===== src/rtl/cpu_pkg.sv =====
// rtl/cpu_pkg.sv - shared types and constants for the fetch/redirect slice
//
// Purpose : fetch FSM state encoding, instruction size and the bubble
//           instruction that IF/ID substitutes when if_valid is low.
// Ports   : none (package)

package cpu_pkg;

   typedef enum logic [1:0] {
      IDLE  = 2'd0,
      FETCH = 2'd1,
      HOLD  = 2'd2,
      DROP  = 2'd3
   } fetch_state_e;

   localparam int          INSTR_BYTES = 4;
   localparam logic [31:0] NOP_INSTR   = 32'h0000_0013;

endpackage


===== src/rtl/fetch_out_buf.sv =====
// rtl/fetch_out_buf.sv - single-entry output buffer feeding the IF/ID register
//
// Purpose : holds the most recently accepted instruction and its address.
// Ports   :
//   clk, reset  clock, synchronous active-high reset
//   load        capture instr_in / pc_in and mark valid
//   clear       drop the entry (valid <= 0); instr/pc keep their last value
//   instr_in    fetched instruction
//   pc_in       address of instr_in
//   valid       entry holds a live instruction
//   instr, pc   buffered instruction and its address
// With neither load nor clear the entry is held unchanged.

module fetch_out_buf #(
   parameter int PC_W = 9
) (
   input  logic            clk,
   input  logic            reset,
   input  logic            load,
   input  logic            clear,
   input  logic [31:0]     instr_in,
   input  logic [PC_W-1:0] pc_in,
   output logic            valid,
   output logic [31:0]     instr,
   output logic [PC_W-1:0] pc
);

   always_ff @(posedge clk) begin
      if (reset) begin
         valid <= 1'b0;
         instr <= 32'd0;
         pc    <= '0;
      end else if (load) begin
         valid <= 1'b1;
         instr <= instr_in;
         pc    <= pc_in;
      end else if (clear) begin
         valid <= 1'b0;
      end
   end

endmodule


===== src/rtl/fetch_redirect_unit.sv =====
// rtl/fetch_redirect_unit.sv - PC owner, instruction-fetch handshake and redirect handling
//
// Purpose : issues one PC-addressed fetch at a time, hands accepted instructions
//           to IF/ID through fetch_out_buf, and restarts fetch on a taken
//           branch/jump while flushing IF/ID and ID/EX.
// Ports   :
//   clk, reset   clock, synchronous active-high reset
//   PcSel, BrPC  redirect request and target from the branch unit
//   Stall        hazard-unit stall, IF/ID must hold
//   imem_req     fetch request valid
//   imem_addr    fetch address
//   imem_ack     memory accepted request, imem_rdata valid this cycle
//   imem_rdata   fetched instruction
//   if_valid     if_instr / if_pc hold a live instruction
//   if_instr     instruction to IF/ID
//   if_pc        address of if_instr
//   Flush        clear IF/ID and ID/EX at the next edge
//   misalign     one-cycle pulse after a misaligned / out-of-range target

module fetch_redirect_unit
   import cpu_pkg::*;
#(
   parameter int             PC_W     = 9,
   parameter logic [PC_W-1:0] RESET_PC = '0
) (
   input  logic            clk,
   input  logic            reset,
   input  logic            PcSel,
   input  logic [31:0]     BrPC,
   input  logic            Stall,
   output logic            imem_req,
   output logic [PC_W-1:0] imem_addr,
   input  logic            imem_ack,
   input  logic [31:0]     imem_rdata,
   output logic            if_valid,
   output logic [31:0]     if_instr,
   output logic [PC_W-1:0] if_pc,
   output logic            Flush,
   output logic            misalign
);

   fetch_state_e    state;
   fetch_state_e    state_next;
   logic [PC_W-1:0] pc;
   logic [PC_W-1:0] drop_addr;   // address of the request still in flight while in DROP
   logic [PC_W-1:0] target;
   logic            buf_full;
   logic            accept;
   logic            buf_clear;
   logic            abandon;     // redirect leaves an unacknowledged request behind
   logic            bad_target;

   // Buffer cannot take a new instruction while IF/ID refuses the current one.
   assign buf_full   = if_valid && Stall;

   // Target is truncated to the PC width and forced to a word boundary.
   assign target     = {BrPC[PC_W-1:2], 2'b00};
   assign bad_target = (BrPC[1:0] != 2'b00) || ((BrPC >> PC_W) != 32'd0);

   assign accept     = (state == FETCH) && imem_req && imem_ack && !PcSel;
   assign abandon    = (state == FETCH) && PcSel && imem_req && !imem_ack;

   // A redirect kills the entry; otherwise IF/ID consuming it empties the buffer
   // unless a fresh instruction replaces it in the same cycle.
   assign buf_clear  = PcSel || (!Stall && !accept);

   assign Flush      = PcSel && !reset;

   // ---------------- state register ----------------
   always_ff @(posedge clk) begin
      if (reset) begin
         state <= IDLE;
      end else begin
         state <= state_next;
      end
   end

   // ---------------- next-state logic ----------------
   always_comb begin
      state_next = state;
      case (state)
         IDLE: begin
            state_next = FETCH;
         end
         FETCH: begin
            if (PcSel) begin
               state_next = abandon ? DROP : FETCH;
            end else if (buf_full) begin
               state_next = HOLD;
            end else begin
               state_next = FETCH;
            end
         end
         HOLD: begin
            if (PcSel || !Stall) begin
               state_next = FETCH;
            end else begin
               state_next = HOLD;
            end
         end
         DROP: begin
            // The stale response completes the old request; pc already holds
            // the most recent target.
            state_next = imem_ack ? FETCH : DROP;
         end
         default: begin
            state_next = IDLE;
         end
      endcase
   end

   // ---------------- output logic ----------------
   always_comb begin
      imem_req  = 1'b0;
      imem_addr = pc;
      case (state)
         FETCH: begin
            imem_req  = !buf_full;
            imem_addr = pc;
         end
         DROP: begin
            imem_req  = 1'b1;
            imem_addr = drop_addr;
         end
         default: begin
            imem_req  = 1'b0;
            imem_addr = pc;
         end
      endcase
   end

   // ---------------- PC register and next-PC mux ----------------
   always_ff @(posedge clk) begin
      if (reset) begin
         pc <= RESET_PC;
      end else if (PcSel) begin
         pc <= target;
      end else if (accept) begin
         pc <= pc + PC_W'(INSTR_BYTES);
      end
   end

   always_ff @(posedge clk) begin
      if (reset) begin
         drop_addr <= '0;
      end else if (abandon) begin
         drop_addr <= pc;
      end
   end

   always_ff @(posedge clk) begin
      if (reset) begin
         misalign <= 1'b0;
      end else begin
         misalign <= PcSel && bad_target;
      end
   end

   // ---------------- IF/ID output buffer ----------------
   fetch_out_buf #(
      .PC_W (PC_W)
   ) u_out_buf (
      .clk      (clk),
      .reset    (reset),
      .load     (accept),
      .clear    (buf_clear),
      .instr_in (imem_rdata),
      .pc_in    (pc),
      .valid    (if_valid),
      .instr    (if_instr),
      .pc       (if_pc)
   );

endmodule


===== config.mk =====
export PLATFORM = sky130hd
export DESIGN_NAME = fetch_redirect_unit
export DESIGN_NICKNAME = d
export VERILOG_FILES = /design/src/rtl/cpu_pkg.sv /design/src/rtl/fetch_out_buf.sv /design/src/rtl/fetch_redirect_unit.sv
export SDC_FILE = /design/constraint.sdc
export NUM_CORES = 1
export LEC_CHECK = 0
export ABC_CLOCK_PERIOD_IN_PS = 1600
export BUFFER_PORTS_ARGS = -buffer_cell sky130_fd_sc_hd__buf_2
export CAP_MARGIN = 20
export CORE_MARGIN = 5
export CORE_UTILIZATION = 40
export DETAILED_ROUTE_END_ITERATION = 6
export PLACE_DENSITY = 0.75
export SYNTH_ARGS = -nofsm -noshare
export SYNTH_HDL_FRONTEND = slang
export SYNTH_SLANG_ARGS = --single-unit

===== constraint.sdc =====
create_clock -name clk -period 1.6 [get_ports clk]
set_clock_uncertainty 0.2 [all_clocks]
set_input_delay 0 -clock clk [delete_from_list [all_inputs] [get_ports clk]]
set_output_delay 0 -clock clk [all_outputs]
set_load 0.02 [all_outputs]

==> run_results.csv <==
group,metric,value,unit
synth,synth-main-ff-cell,"sky130_fd_sc_hd__dfxtp_1",
clock_network,numCtsBuffers,9,
synth,syn-instance-count,279,
detailed_routing,firstDrtPassIters,4,
sta,min_period_over_period,102,%
sta,max_freq,613,MHz
grt,grt_antenna_before_repair,1,
clock_network,htree_num_levels,3,
run_status,violations,"setup timing",
hold_path,holdCritPathClass,"in2reg",
setup_path,path_class,"reg2reg",
synth,average_cell_area_after_synthesis,8.34,sq um
power_and_ir_drop,power_per_cell_area,831,nW/um^2
detailed_routing,antenna_violating_nets_post_route,0,
grt,overflow,0,
detailed_routing,drt_drc_violations_left,0,
synth,seq_area_frac_synth,49.0,%
sta,setup-tns-final,-42.6,ps
clock_network,cts.sink_count,57,
detailed_routing,dr.first_iter.drc_count,116,
floorplan,floorplan.die.width,86.3,microns
detailed_routing,dr_vias,2782,
detailed_routing,maxUsedRoutingLayer,"met4",
detailed_routing,met1Wirelength,3350,microns
synth,synth_area,2330,sq um
floorplan,initial_utilization,41.8,%
clock_network,cts.clk_slew.worst_paths,60,ps
placement,placed_instance_area,3020,sq um
clock_network,tritoncts,"built",
final_layout,postLayoutCellArea,4070,sq um
final_layout,syn_to_final_growth,74.7,%
flow_run,timing.max_cap.violations,0,
grt,vias_in_the_first_global_route,2793,
setup_path,critPathArrivalTime,1670,ps
floorplan,coreArea,5570,sq um
final_layout,drive_gt1_share,36.4,%
run_status,outcome,"complete, but fails checks",
power_and_ir_drop,static-leakage-power,0.00188,uW
placement,port_buffers,118,
sta,clock_period_minus_worst_slack,1630,ps
grt,first_pass_grt_wire_length,13000,microns
sta,final-max-slew-violation-count,0,
power_and_ir_drop,maximum_resistive_drop_on_vdd,0.533,mV
synth,yosys_register_bits,57,
setup_path,worst_ep_required_time,1640,ps
final_layout,design.final.nets,548,
final_layout,layout_commonest_cell,"sky130_fd_sc_hd__buf_2",
floorplan,num_rows,27,
grt,maximum_number_of_pins_on_one_net_before_global_route_repair,35,
sta,finalWorstSetupSlack,-30.2,ps
setup_path,timing.critical_path.fanout_max,15,
final_layout,final_cells,557,
sta,unrepaired_setup_endpoints_after_global_routing,"true",
detailed_routing,wl_per_cell,15.8,microns
detailed_routing,wirelength,8800,microns
clock_network,insertion_delay,310,ps
synth,synth_enable_flop_cells,0,
setup_path,startpoint_type,"flop",
synth,synth_warnings,0,
synth,synth_cell_types,31,
sta,setup_viol,2,
placement,placer_congestion_estimate,0.792,
floorplan,die-height,86.3,microns
sta,final_hold_violation_count,0,
placement,placed_cells_incl_taps,464,
detailed_routing,wl_met2,4450,microns
clock_network,cts.path.max_buffers,2,
placement,place_hpwl,4640,microns
sta,hold-worst-slack,57.1,ps
floorplan,design.portCount,123,
floorplan,floorplan.die_area,7440,sq um
setup_path,setup.worst_path.end_class,"flop",
detailed_routing,post_drt_via_cell_ratio,4.99,
grt,grt.total_usage,22.3,%
detailed_routing,met3_length,655,microns
synth,postSynth.asyncResetShare,0,%
final_layout,commonest_cells_after_routing_fill_and_taps_aside,"sky130_fd_sc_hd__buf_2 (118), sky130_fd_sc_hd__nand2_1 (82), sky130_fd_sc_hd__dlygate4sd3_1 (70), sky130_fd_sc_hd__dfxtp_1 (55), sky130_fd_sc_hd__a21oi_1 (34)",
clock_network,ctsRootBufferMaster,"sky130_fd_sc_hd__clkbuf_8",
## critical path, cell delays in order, from the launching register on
cell,delay (ps)
sky130_fd_sc_hd__dfxtp_4,370
sky130_fd_sc_hd__nand2b_4,180
sky130_fd_sc_hd__nor4_4,230
sky130_fd_sc_hd__buf_6,170
sky130_fd_sc_hd__buf_12,150
sky130_fd_sc_hd__nand2_1,100
sky130_fd_sc_hd__a21oi_2,150
## cells in the mapped netlist, types with 3 or more instances
library cell	count	share of area (%)
sky130_fd_sc_hd__nand2_1	84	14
sky130_fd_sc_hd__dfxtp_1	57	49
sky130_fd_sc_hd__a21oi_1	41	8.8
sky130_fd_sc_hd__nor2_1	14	2.3
sky130_fd_sc_hd__clkbuf_1	9	1.5
sky130_fd_sc_hd__mux2i_1	8	3.4
sky130_fd_sc_hd__mux2_2	7	3.4
sky130_fd_sc_hd__nor4_1	7	1.9
sky130_fd_sc_hd__a211oi_1	5	1.6
sky130_fd_sc_hd__buf_4	5	1.6
sky130_fd_sc_hd__nand3_1	5	1.1
sky130_fd_sc_hd__nand4_1	5	1.3
sky130_fd_sc_hd__xnor2_1	4	1.5
sky130_fd_sc_hd__buf_2	3	0.64
sky130_fd_sc_hd__nor3_1	3	0.64
## final cells by class
type | instances | area (sq um)
antenna | 2 | 5.00
fill | 395 | 1510
clock inverter | 2 | 10.0
timing repair buffer | 204 | 1480
sequential | 57 | 1150
inverter | 2 | 7.51
tap | 72 | 90.1
clock buffer | 14 | 183
multi-input combinational | 204 | 1140
## repair_timing
action / CTS / global route
endpoints found under the setup margin: 34 / 53
pin swaps: 0 / 2
hold buffers: 71 / 0
buffers inserted: 0 / 3
cloned: 0 / 1
resized for setup: 4 / 22
hold endpoints to repair: 43 / 0
## state kept, by name, summed over array words and instances (netlist names)
register and cells:
u_out_buf.instr 32, misalign 1, pc 7, state 2
u_out_buf.valid 1, u_out_buf.pc 7, drop_addr 7
## final timing paths
check / cells after the start / startpoint / slack [ps] / to
worst max register to register: 6 / state[1] / -30 / u_out_buf.instr[27]
worst max-delay path: 6 / state[1] / -30 / u_out_buf.instr[27]
worst min-delay path: 4 / PcSel / 60 / pc[2]
worst min register to register: 2 / u_out_buf.pc[5] / 250 / u_out_buf.pc[5]
## cells by family (layout without fill, tap and decap cells)
logic type / count (synthesis) / after routing / synth area share, %
XOR/XNOR: 6 / 6 / 2.26
buffers and inverters: 21 / 222 / 5.00
AND/OR/NAND/NOR: 126 / 126 / 24.0
other: 1 / 6 / 0.161
multiplexers: 15 / 15 / 6.83
adder cells (fa/ha/maj): 1 / 1 / 0.538
flip-flops: 57 / 57 / 49.0
AO/OA/AOI/OAI: 52 / 52 / 12.2
## stage by stage
stage | setup slack, ps | total power, uW | utilization (%)
floorplan | 37.4 | 1770 | -
global placement | 60.3 | 1950 | 54.1
detailed placement | -19.8 | 1950 | 54.1
CTS | 14.3 | 3350 | 70.5
global route | -61.2 | 3520 | 72.9
finish | -30.2 | 3380 | 73.0
## layer usage
| layer | track usage (%) | up-vias |
|---|---|---|
| li1 | - | 1327 |
| met1 | 23.9 | 1291 |
| met2 | 38.8 | 132 |
| met3 | 6.75 | 32 |
| met4 | 12.3 | 0 |
| met5 | 0 | - |
## power breakdown
group / internal, uW / switching, uW
clock network: 727 / 537
logic: 313 / 294
registers: 1470 / 38.4
Note: power is estimated with default switching activity, not from simulation.
